File: src/rtl/cache_traffic_gen.sv
// cache_traffic_gen: drives the processor-side port of cache_memory with
// sequential, strided, LFSR-random or write-then-verify access patterns and
// accumulates hit/miss/access/mismatch statistics for on-chip profiling.
module cache_traffic_gen #(
  parameter int          ADDR_WIDTH = 32,
  parameter int          DATA_WIDTH = 32,
  parameter int          CNT_WIDTH  = 16,
  parameter int          TIMEOUT    = 64,
  parameter logic [31:0] LFSR_SEED  = 32'h1ACE_B00C
) (
  input  logic                  clk,
  input  logic                  rst_n,
  input  logic                  start,
  input  logic [1:0]            mode,
  input  logic [ADDR_WIDTH-1:0] base_addr,
  input  logic [ADDR_WIDTH-1:0] stride,
  input  logic [ADDR_WIDTH-1:0] addr_mask,
  input  logic [CNT_WIDTH-1:0]  count,
  input  logic [DATA_WIDTH-1:0] data_seed,
  output logic [ADDR_WIDTH-1:0] addr,
  output logic                  read_enable,
  output logic                  write_enable,
  output logic [DATA_WIDTH-1:0] write_data,
  input  logic [DATA_WIDTH-1:0] read_data,
  input  logic                  hit,
  input  logic                  miss,
  input  logic                  ready,
  output logic                  busy,
  output logic                  done,
  output logic                  timeout_err,
  output logic [CNT_WIDTH-1:0]  hit_count,
  output logic [CNT_WIDTH-1:0]  miss_count,
  output logic [CNT_WIDTH-1:0]  access_count,
  output logic [CNT_WIDTH-1:0]  mismatch_count
);

  typedef enum logic [1:0] {IDLE, ISSUE, WAIT, DONE} fsmState_t;

  localparam int                  WaitW    = $clog2(TIMEOUT + 1);
  localparam logic [31:0]         LfsrPoly = 32'h8020_0003;
  localparam logic [CNT_WIDTH-1:0] CntMax  = '1;

  fsmState_t             state_q;
  logic [1:0]            mode_q;
  logic [ADDR_WIDTH-1:0] base_q, stride_q, mask_q;
  logic [CNT_WIDTH-1:0]  count_q;
  logic [DATA_WIDTH-1:0] seed_q;
  logic [CNT_WIDTH-1:0]  stepIdx_q;
  logic                  isRead_q;
  logic [31:0]           lfsr_q;
  logic [WaitW-1:0]      waitCnt_q;
  logic [ADDR_WIDTH-1:0] addr_q;
  logic                  readEn_q, writeEn_q;
  logic [DATA_WIDTH-1:0] writeData_q;
  logic                  busy_q, done_q, timeoutErr_q;
  logic [CNT_WIDTH-1:0]  hitCnt_q, missCnt_q, accessCnt_q, mismatchCnt_q;

  logic [ADDR_WIDTH-1:0] issueAddr_d;
  logic [DATA_WIDTH-1:0] stepData;
  logic [CNT_WIDTH-1:0]  stepNext;
  logic [31:0]           lfsr_d;

  // Saturating increment shared by all statistic counters.
  function automatic logic [CNT_WIDTH-1:0] satInc(input logic [CNT_WIDTH-1:0] v);
    return (v == CntMax) ? v : v + CNT_WIDTH'(1);
  endfunction

  // Address, data and LFSR successor for the current step of the latched pattern.
  always_comb begin
    lfsr_d   = {1'b0, lfsr_q[31:1]} ^ (lfsr_q[0] ? LfsrPoly : 32'h0);
    stepData = seed_q + DATA_WIDTH'(stepIdx_q);
    stepNext = stepIdx_q + CNT_WIDTH'(1);
    issueAddr_d = base_q + (ADDR_WIDTH'(stepIdx_q) << 2);
    case (mode_q)
      2'd1:    issueAddr_d = base_q + stride_q * ADDR_WIDTH'(stepIdx_q);
      2'd2:    issueAddr_d = base_q + (ADDR_WIDTH'(lfsr_q) & mask_q & ~ADDR_WIDTH'(3));
      default: issueAddr_d = base_q + (ADDR_WIDTH'(stepIdx_q) << 2);
    endcase
  end

  // Run-control FSM; every cache-facing and status output is registered here.
  always_ff @(posedge clk or negedge rst_n) begin
    if (!rst_n) begin
      state_q       <= IDLE;
      mode_q        <= 2'd0;
      base_q        <= '0;
      stride_q      <= '0;
      mask_q        <= '0;
      count_q       <= '0;
      seed_q        <= '0;
      stepIdx_q     <= '0;
      isRead_q      <= 1'b0;
      lfsr_q        <= LFSR_SEED;
      waitCnt_q     <= '0;
      addr_q        <= '0;
      readEn_q      <= 1'b0;
      writeEn_q     <= 1'b0;
      writeData_q   <= '0;
      busy_q        <= 1'b0;
      done_q        <= 1'b0;
      timeoutErr_q  <= 1'b0;
      hitCnt_q      <= '0;
      missCnt_q     <= '0;
      accessCnt_q   <= '0;
      mismatchCnt_q <= '0;
    end else begin
      readEn_q  <= 1'b0;
      writeEn_q <= 1'b0;
      done_q    <= 1'b0;
      case (state_q)
        IDLE: begin
          if (start) begin
            mode_q        <= mode;
            base_q        <= base_addr;
            stride_q      <= stride;
            mask_q        <= addr_mask;
            count_q       <= count;
            seed_q        <= data_seed;
            stepIdx_q     <= '0;
            isRead_q      <= 1'b0;
            lfsr_q        <= LFSR_SEED;
            timeoutErr_q  <= 1'b0;
            hitCnt_q      <= '0;
            missCnt_q     <= '0;
            accessCnt_q   <= '0;
            mismatchCnt_q <= '0;
            if (count == '0) begin
              state_q <= DONE;
            end else begin
              state_q <= ISSUE;
              busy_q  <= 1'b1;
            end
          end
        end
        ISSUE: begin
          if (ready) begin
            addr_q    <= issueAddr_d;
            waitCnt_q <= '0;
            state_q   <= WAIT;
            if (mode_q == 2'd3 && !isRead_q) begin
              writeEn_q   <= 1'b1;
              writeData_q <= stepData;
            end else begin
              readEn_q <= 1'b1;
            end
            if (mode_q == 2'd2) begin
              lfsr_q <= lfsr_d;
            end
          end
        end
        WAIT: begin
          if (waitCnt_q == '0) begin
            waitCnt_q <= WaitW'(1);
          end else if (hit || miss) begin
            accessCnt_q <= satInc(accessCnt_q);
            if (hit) begin
              hitCnt_q <= satInc(hitCnt_q);
            end else begin
              missCnt_q <= satInc(missCnt_q);
            end
            if (mode_q == 2'd3 && isRead_q && hit && read_data != stepData) begin
              mismatchCnt_q <= satInc(mismatchCnt_q);
            end
            if (mode_q == 2'd3 && !isRead_q) begin
              isRead_q <= 1'b1;
              state_q  <= ISSUE;
            end else begin
              isRead_q  <= 1'b0;
              stepIdx_q <= stepNext;
              if (stepNext == count_q) begin
                state_q <= DONE;
                busy_q  <= 1'b0;
              end else begin
                state_q <= ISSUE;
              end
            end
          end else if (waitCnt_q == WaitW'(TIMEOUT)) begin
            timeoutErr_q <= 1'b1;
            state_q      <= DONE;
            busy_q       <= 1'b0;
          end else begin
            waitCnt_q <= waitCnt_q + WaitW'(1);
          end
        end
        DONE: begin
          done_q  <= 1'b1;
          state_q <= IDLE;
        end
        default: state_q <= IDLE;
      endcase
    end
  end

  assign addr           = addr_q;
  assign read_enable    = readEn_q;
  assign write_enable   = writeEn_q;
  assign write_data     = writeData_q;
  assign busy           = busy_q;
  assign done           = done_q;
  assign timeout_err    = timeoutErr_q;
  assign hit_count      = hitCnt_q;
  assign miss_count     = missCnt_q;
  assign access_count   = accessCnt_q;
  assign mismatch_count = mismatchCnt_q;

endmodule
File: config.mk
export PLATFORM = sky130hd
export DESIGN_NAME = cache_traffic_gen
export DESIGN_NICKNAME = d
export VERILOG_FILES = /design/src/rtl/cache_traffic_gen.sv
export SDC_FILE = /design/constraint.sdc
export NUM_CORES = 2
export LEC_CHECK = 0
export ABC_AREA = 1
export BUFFER_PORTS_ARGS = -buffer_cell sky130_fd_sc_hd__buf_2
export CORE_MARGIN = 5
export CORE_UTILIZATION = 45
export DETAILED_ROUTE_END_ITERATION = 8
export PLACE_DENSITY_LB_ADDON = 0.15
export SYNTH_ARGS = -nofsm -noshare
export SYNTH_HDL_FRONTEND = slang
export SYNTH_SLANG_ARGS = --single-unit
File: constraint.sdc
create_clock -name clk -period 7.15 [get_ports clk]
set_input_delay 1.43 -clock clk [delete_from_list [all_inputs] [get_ports clk]]
set_output_delay 1.43 -clock clk [all_outputs]
set_load 0.01 [all_outputs]
# ---- After elaboration in Yosys (flattened, before gate mapping)
# Index checks and enable logic that the tools add are counted.
dict set report op_classes {
  eq_ne 34
  n_reduce_logical 26
  n_addsub 10
  multipliers 1
  muxes 67
  bitwise_logic 2
}
# op count
set ops {}
lappend ops {{16-bit two-way mux} 19}
lappend ops {{16-bit one-hot mux with 2 select lines} 5}
lappend ops {{32-bit two-way mux} 4}
lappend ops {{32-bit one-hot mux with 2 select lines} 2}
lappend ops {{16-bit by 1-bit adder with 16-bit output (second input constant)} 5}
lappend ops {{32-bit adder} 2}
lappend ops {{16-bit == test (second input constant)} 4}
lappend ops {{32-bit by 16-bit adder with 32-bit output} 1}
lappend ops {{32-bit by 18-bit adder with 32-bit output} 1}
lappend ops {{32-bit bitwise AND} 1}
lappend ops {{32-bit by 16-bit multiplier with 32-bit output} 1}
lappend ops {{2-bit inequality test (second input constant)} 16}
lappend ops {{32-bit inequality test} 1}
lappend ops {{31-bit by 32-bit bitwise XOR with 32-bit output} 1}
lappend ops {{7-bit two-way mux} 4}
lappend ops {{1-bit two-way mux} 20}
lappend ops {{6-bit AND reduction} 3}
lappend ops {{16-bit == test} 1}
lappend ops {{16-bit logical NOT} 1}
lappend ops {{2-bit two-way mux} 8}
lappend ops {{4-bit AND reduction} 4}
lappend ops {{3-bit inequality test (second input constant)} 5}
lappend ops {{5-bit AND reduction} 3}
lappend ops {{7-bit one-hot mux with 2 select lines} 1}
lappend ops {{other kinds (15)} 27}
dict set report totals {
  elab_cells 162
  register_bits 337
  output_inout_bits 133
}

# ---- Longest topological paths before layout
dict set report depth {
  word_depth 8
  mapped_depth 32
}

# ---- Least setup slack after synthesis
# No wires, ideal clock.
dict set report synth_timing {
  path_type {register to register}
  startpoint {register stepIdx_q[2]}
  endpoint {register addr_q[28] (netlist: addr[28])}
  path_buffers 3
  path_stages_with_launch 28
  setup_ns 0.117
  arrival_ns 5.836
  period_less_slack_ns 5.953
  t_required_ns 7.033
  setup_slack_ns 1.197
  path_cell_list {dfrtp_1 > buf_2 > clkbuf_1 > buf_1 > nand2_1 > fa_1 > fa_1 > fa_1 > inv_1 > fa_1 > fa_1 > inv_1 > fa_1 > inv_1 > ha_1 > nand2_1 > nor4_1 > nand4_1 > nand3_1 > nand2_1 > nand2_1 > inv_1 > o21bai_1 > a21oi_1 > o21ai_0 > nand2_1 > nand2_1 > nand2_1}
}
dict set report synth_via {
  elab_chain_len 3
  elab_cells_between_ends 4
  cone_classes {add/sub (2); mul (1); mux (1)}
}
# item line
set synth_rtl {}
lappend synth_rtl {{from (decl)} 48} ;# logic [CNT_WIDTH-1:0] stepIdx_q;
lappend synth_rtl {{from (signal assigned)} 169} ;# stepIdx_q <= stepNext;
lappend synth_rtl {{32-bit by 16-bit multiplier with 32-bit output} 75} ;# 2'd1: issueAddr_d = base_q + stride_q * ADDR_WIDTH'(stepIdx_q);
lappend synth_rtl {{32-bit adder} 75}
lappend synth_rtl {{32-bit one-hot mux with 2 select lines *} 74} ;# case (mode_q)
lappend synth_rtl {{to (signal assigned)} 137} ;# addr_q <= issueAddr_d;
lappend synth_rtl {{to (decl)} 52} ;# logic [ADDR_WIDTH-1:0] addr_q;
# Every way passes the cells marked *; elsewhere a longest branch is shown, timed or not.
# A chain may end at the register's enable or synchronous reset.

# ---- Worst setup path in the final report
dict set report layout_timing {
  startpoint {register stepIdx_q[3]}
  endpoint {register addr_q[29] (netlist: addr[29])}
}
# The elaborated chain is that of the path after synthesis.

==> impl_metrics.csv <==
group,metric,value,unit
setup_path,worstPathArrival,7.07,ns
setup_path,startpoint_type,"register",
synthesis,synth_warnings,0,
placement,pre_cts_slack,0.606,ns
final_layout,regArea,8400,µm²
global_route,antenna_found_initial,5,
clocking,cts-root-buf,"clkbuf_16",
clocking,clkSlewWorstSetupHoldPaths,0.06,ns
sta,rsz0062_at_grt,"false",
global_route,grt_max_degree,205,
sta,hold_viol,0,
synthesis,yosysMostFrequentCell,"nand2_1",
placement,placed_area,34300,µm²
clocking,clk_path_buf_depth,3,
drt,vias,27300,
pwr,vdd_drop_max,0.000271,V
synthesis,synth-compound-area-share,8.29,%
synthesis,post_synth_and_or_nand_nor_area_fraction,24.5,%
pwr,p_leak,19.3,nW
drt,drc_errors,0,
clocking,cts_hold_buf,0,
synthesis,synthXorXnorAreaFrac,2.84,%
floorplanning,fp.dieH,276,µm
clocking,cts_buffers,41,
synthesis,postSynthCellCount,4245,
synthesis,syn_avg_cell_area,7.49,µm²
floorplanning,die_w,276,µm
final_layout,finalInstanceArea,36000,µm²
sta,fin_setup_tns,0,ns
sta,tightest_slew,1.06,ns
synthesis,synthTopCellsByCount,"nand2_1 (1319), inv_1 (821), fa_1 (336), dfrtp_1 (322), o21ai_0 (226)",
run,max_cap_violations,0,
synthesis,synth_top_area_cell,"dfrtp_1",
floorplanning,initial_core_util,45.4,%
global_route,grt_overflow_total,0,
global_route,grt_usage,24.4,%
final_layout,finalNetCount,5123,
placement,io_buffers,314,
floorplanning,rows,97,
placement,place.gp.congestion,0.905,
sta,fmax,0.151,GHz
final_layout,drive_gt1_share,12.0,%
placement,hpwl,72.8,mm
sta,setup_slack,0.524,ns
clocking,cts_resized,0,
clocking,postCtsSetupRepairBufs,0,
clocking,cts_tree,"done",
floorplanning,core_area,70000,µm²
synthesis,synthTopCellsByArea,"dfrtp_1 (25%), fa_1 (21%), nand2_1 (16%), inv_1 (9.7%), ha_1 (4.7%)",
setup_path,critPathMaxFanout,17,
sta,period_share,92.7,%
clocking,clk_latency,0.59,ns
final_layout,layout.filler_cells,6980,
global_route,grt_pass1_vias,27300,
synthesis,synth_seq_area_share,26.4,%
drt,drt_wl_total,91.1,mm
synthesis,synth_nets,4885,
synthesis,synthesis.area,31800,µm²
floorplanning,io_pins,317,
final_layout,multi_input_area,19600,µm²
synthesis,synthArstFlopShare,100,%
floorplanning,die_area,76100,µm²
global_route,grt_pass1_wl,149,mm
synthesis,synth.top_cell.area_share,25.3,%
drt,dr.pass1.iters,6,
setup_path,critPathRequiredTime,7.59,ns
worst_hold_path,min_path_type,"register to register",
sta,max_slew_margin,29.4,%
drt,wire_per_inst,16.7,µm
synthesis,ys_ff_latch,335,
final_layout,fin_util,51.4,%
setup_path,end_kind,"register",
synthesis,synth_edf_count,0,
pwr,p_per_area,306,nW/µm²
setup_path,reg2reg_slack,0.52,ns
synthesis,synthDistinctLibCells,62,
clocking,cts_sinks,335,
sta,hold_slack,0.471,ns
setup_path,criticalPathCategory,"register to register",
synthesis,synth_top_family_by_area,"adder cells",
drt,ant_nets,0,
drt,viasPerCell,5.00,
sta,finalMaxSlewViolations,0,
synthesis,synth_mux_area_share,0,%
synthesis,synthAdderAreaFrac,25.9,%
outcome,status,"finished clean",
sta,period_needed,6.63,ns
sta,skew,0.0421,ns
final_layout,syn_to_final_growth,13.1,%
clocking,cts_max_level,2,
sta,setup-violations-final,0,
drt,drtIter0Drc,1783,
synthesis,ys.flop_type,"dfrtp_1",
[registers in the layout, summed over array words and instances (netlist names), 30 cells and up]
| register | flops |
|---|---|
| mask_q | 30 |
| stride_q | 32 |
| seed_q | 32 |
| base_q | 32 |
| write_data | 32 |
| lfsr_q | 32 |
| addr | 32 |
[power by group]
part           leakage [nW]  switching [mW]  internal (mW)
Sequential             4.26           0.818           2.60
Clock                 0.794           0.912           1.63
Combinational          14.2            3.30           1.74
[cell families (layout without fill, tap and decap cells)]
family,after synthesis,in the layout
xor+xnor,97,97
buf+inv,1015,1286
flops,335,335
fa+ha+maj,456,456
compound gates,475,475
simple gates,1867,1867
other cells,0,3
[metrics by stage]
step	instances	power, mW
after floorplan	4245	6.76
after global placement	5380	8.40
after detailed placement	5380	8.44
after CTS	5456	11.1
after global routing	5459	12.0
final	5459	11.0
[critical path: stages, from the launching register on]
cell and delay, ns:
dfrtp_1 0.87, buf_4 0.31, nand2_1 0.08, fa_1 0.49, inv_1 0.06, fa_1 0.54
inv_1 0.05, fa_1 0.51, inv_1 0.06, fa_1 0.54, fa_1 0.55, inv_1 0.06
fa_1 0.48, inv_1 0.04, ha_1 0.35, nand2_1 0.12, nor4_1 0.45, nand3_1 0.13
nand3_1 0.19, a21o_1 0.15, a21oi_1 0.05, o21ai_0 0.15, nand3_1 0.10, o21a_1 0.12
[layout by cell type, fill, tap and decap left out, types with 44 or more instances in the layout]
master	synthesis	final
nand2_1	1319	1319
buf_4	0	44
a21oi_1	138	138
dfrtp_1	322	322
o21ai_0	226	226
ha_1	120	120
buf_2	6	313
xor2_1	55	55
nand3_1	185	184
fa_1	336	336
nor2_1	187	184
inv_1	821	821
[layer usage]
layer	vias to the layer above	track usage, %	part of all wire, %
met2	759	38.1	45
met5	-	0	0.030
met4	4	4.15	1.5
met3	87	4.29	6.5
met1	13100	36.5	47
li1	13400	-	-
[path summary, 6_finish.rpt]
path | start | endpoint | depth (start not counted)
max in group asynchronous | rst_n | write_data[1]$_DFFE_PN0P_ | 2
max reg2reg | stepIdx_q[3]$_DFFE_PN0P_ | addr[29]$_DFFE_PN0P_ | 23
min in group asynchronous | rst_n | mismatch_count[9]$_DFFE_PN0P_ | 1
min | mask_q[22]$_DFFE_PN0P_ | mask_q[22]$_DFFE_PN0P_ | 2
min reg2reg | mask_q[22]$_DFFE_PN0P_ | mask_q[22]$_DFFE_PN0P_ | 2
max | stepIdx_q[3]$_DFFE_PN0P_ | addr[29]$_DFFE_PN0P_ | 23
[area by class of cell]
class                      count  share of cell area (%)
multi-input combinational   2895                    54.5
antenna                        3                  0.0209
inverter                     850                    8.89
tap                          940                    3.27
clock inverter                25                    1.38
clock buffer                  51                    3.21
timing repair buffer         360                    5.42
sequential                   335                    23.3
Note: power is estimated with default switching activity, not from simulation.
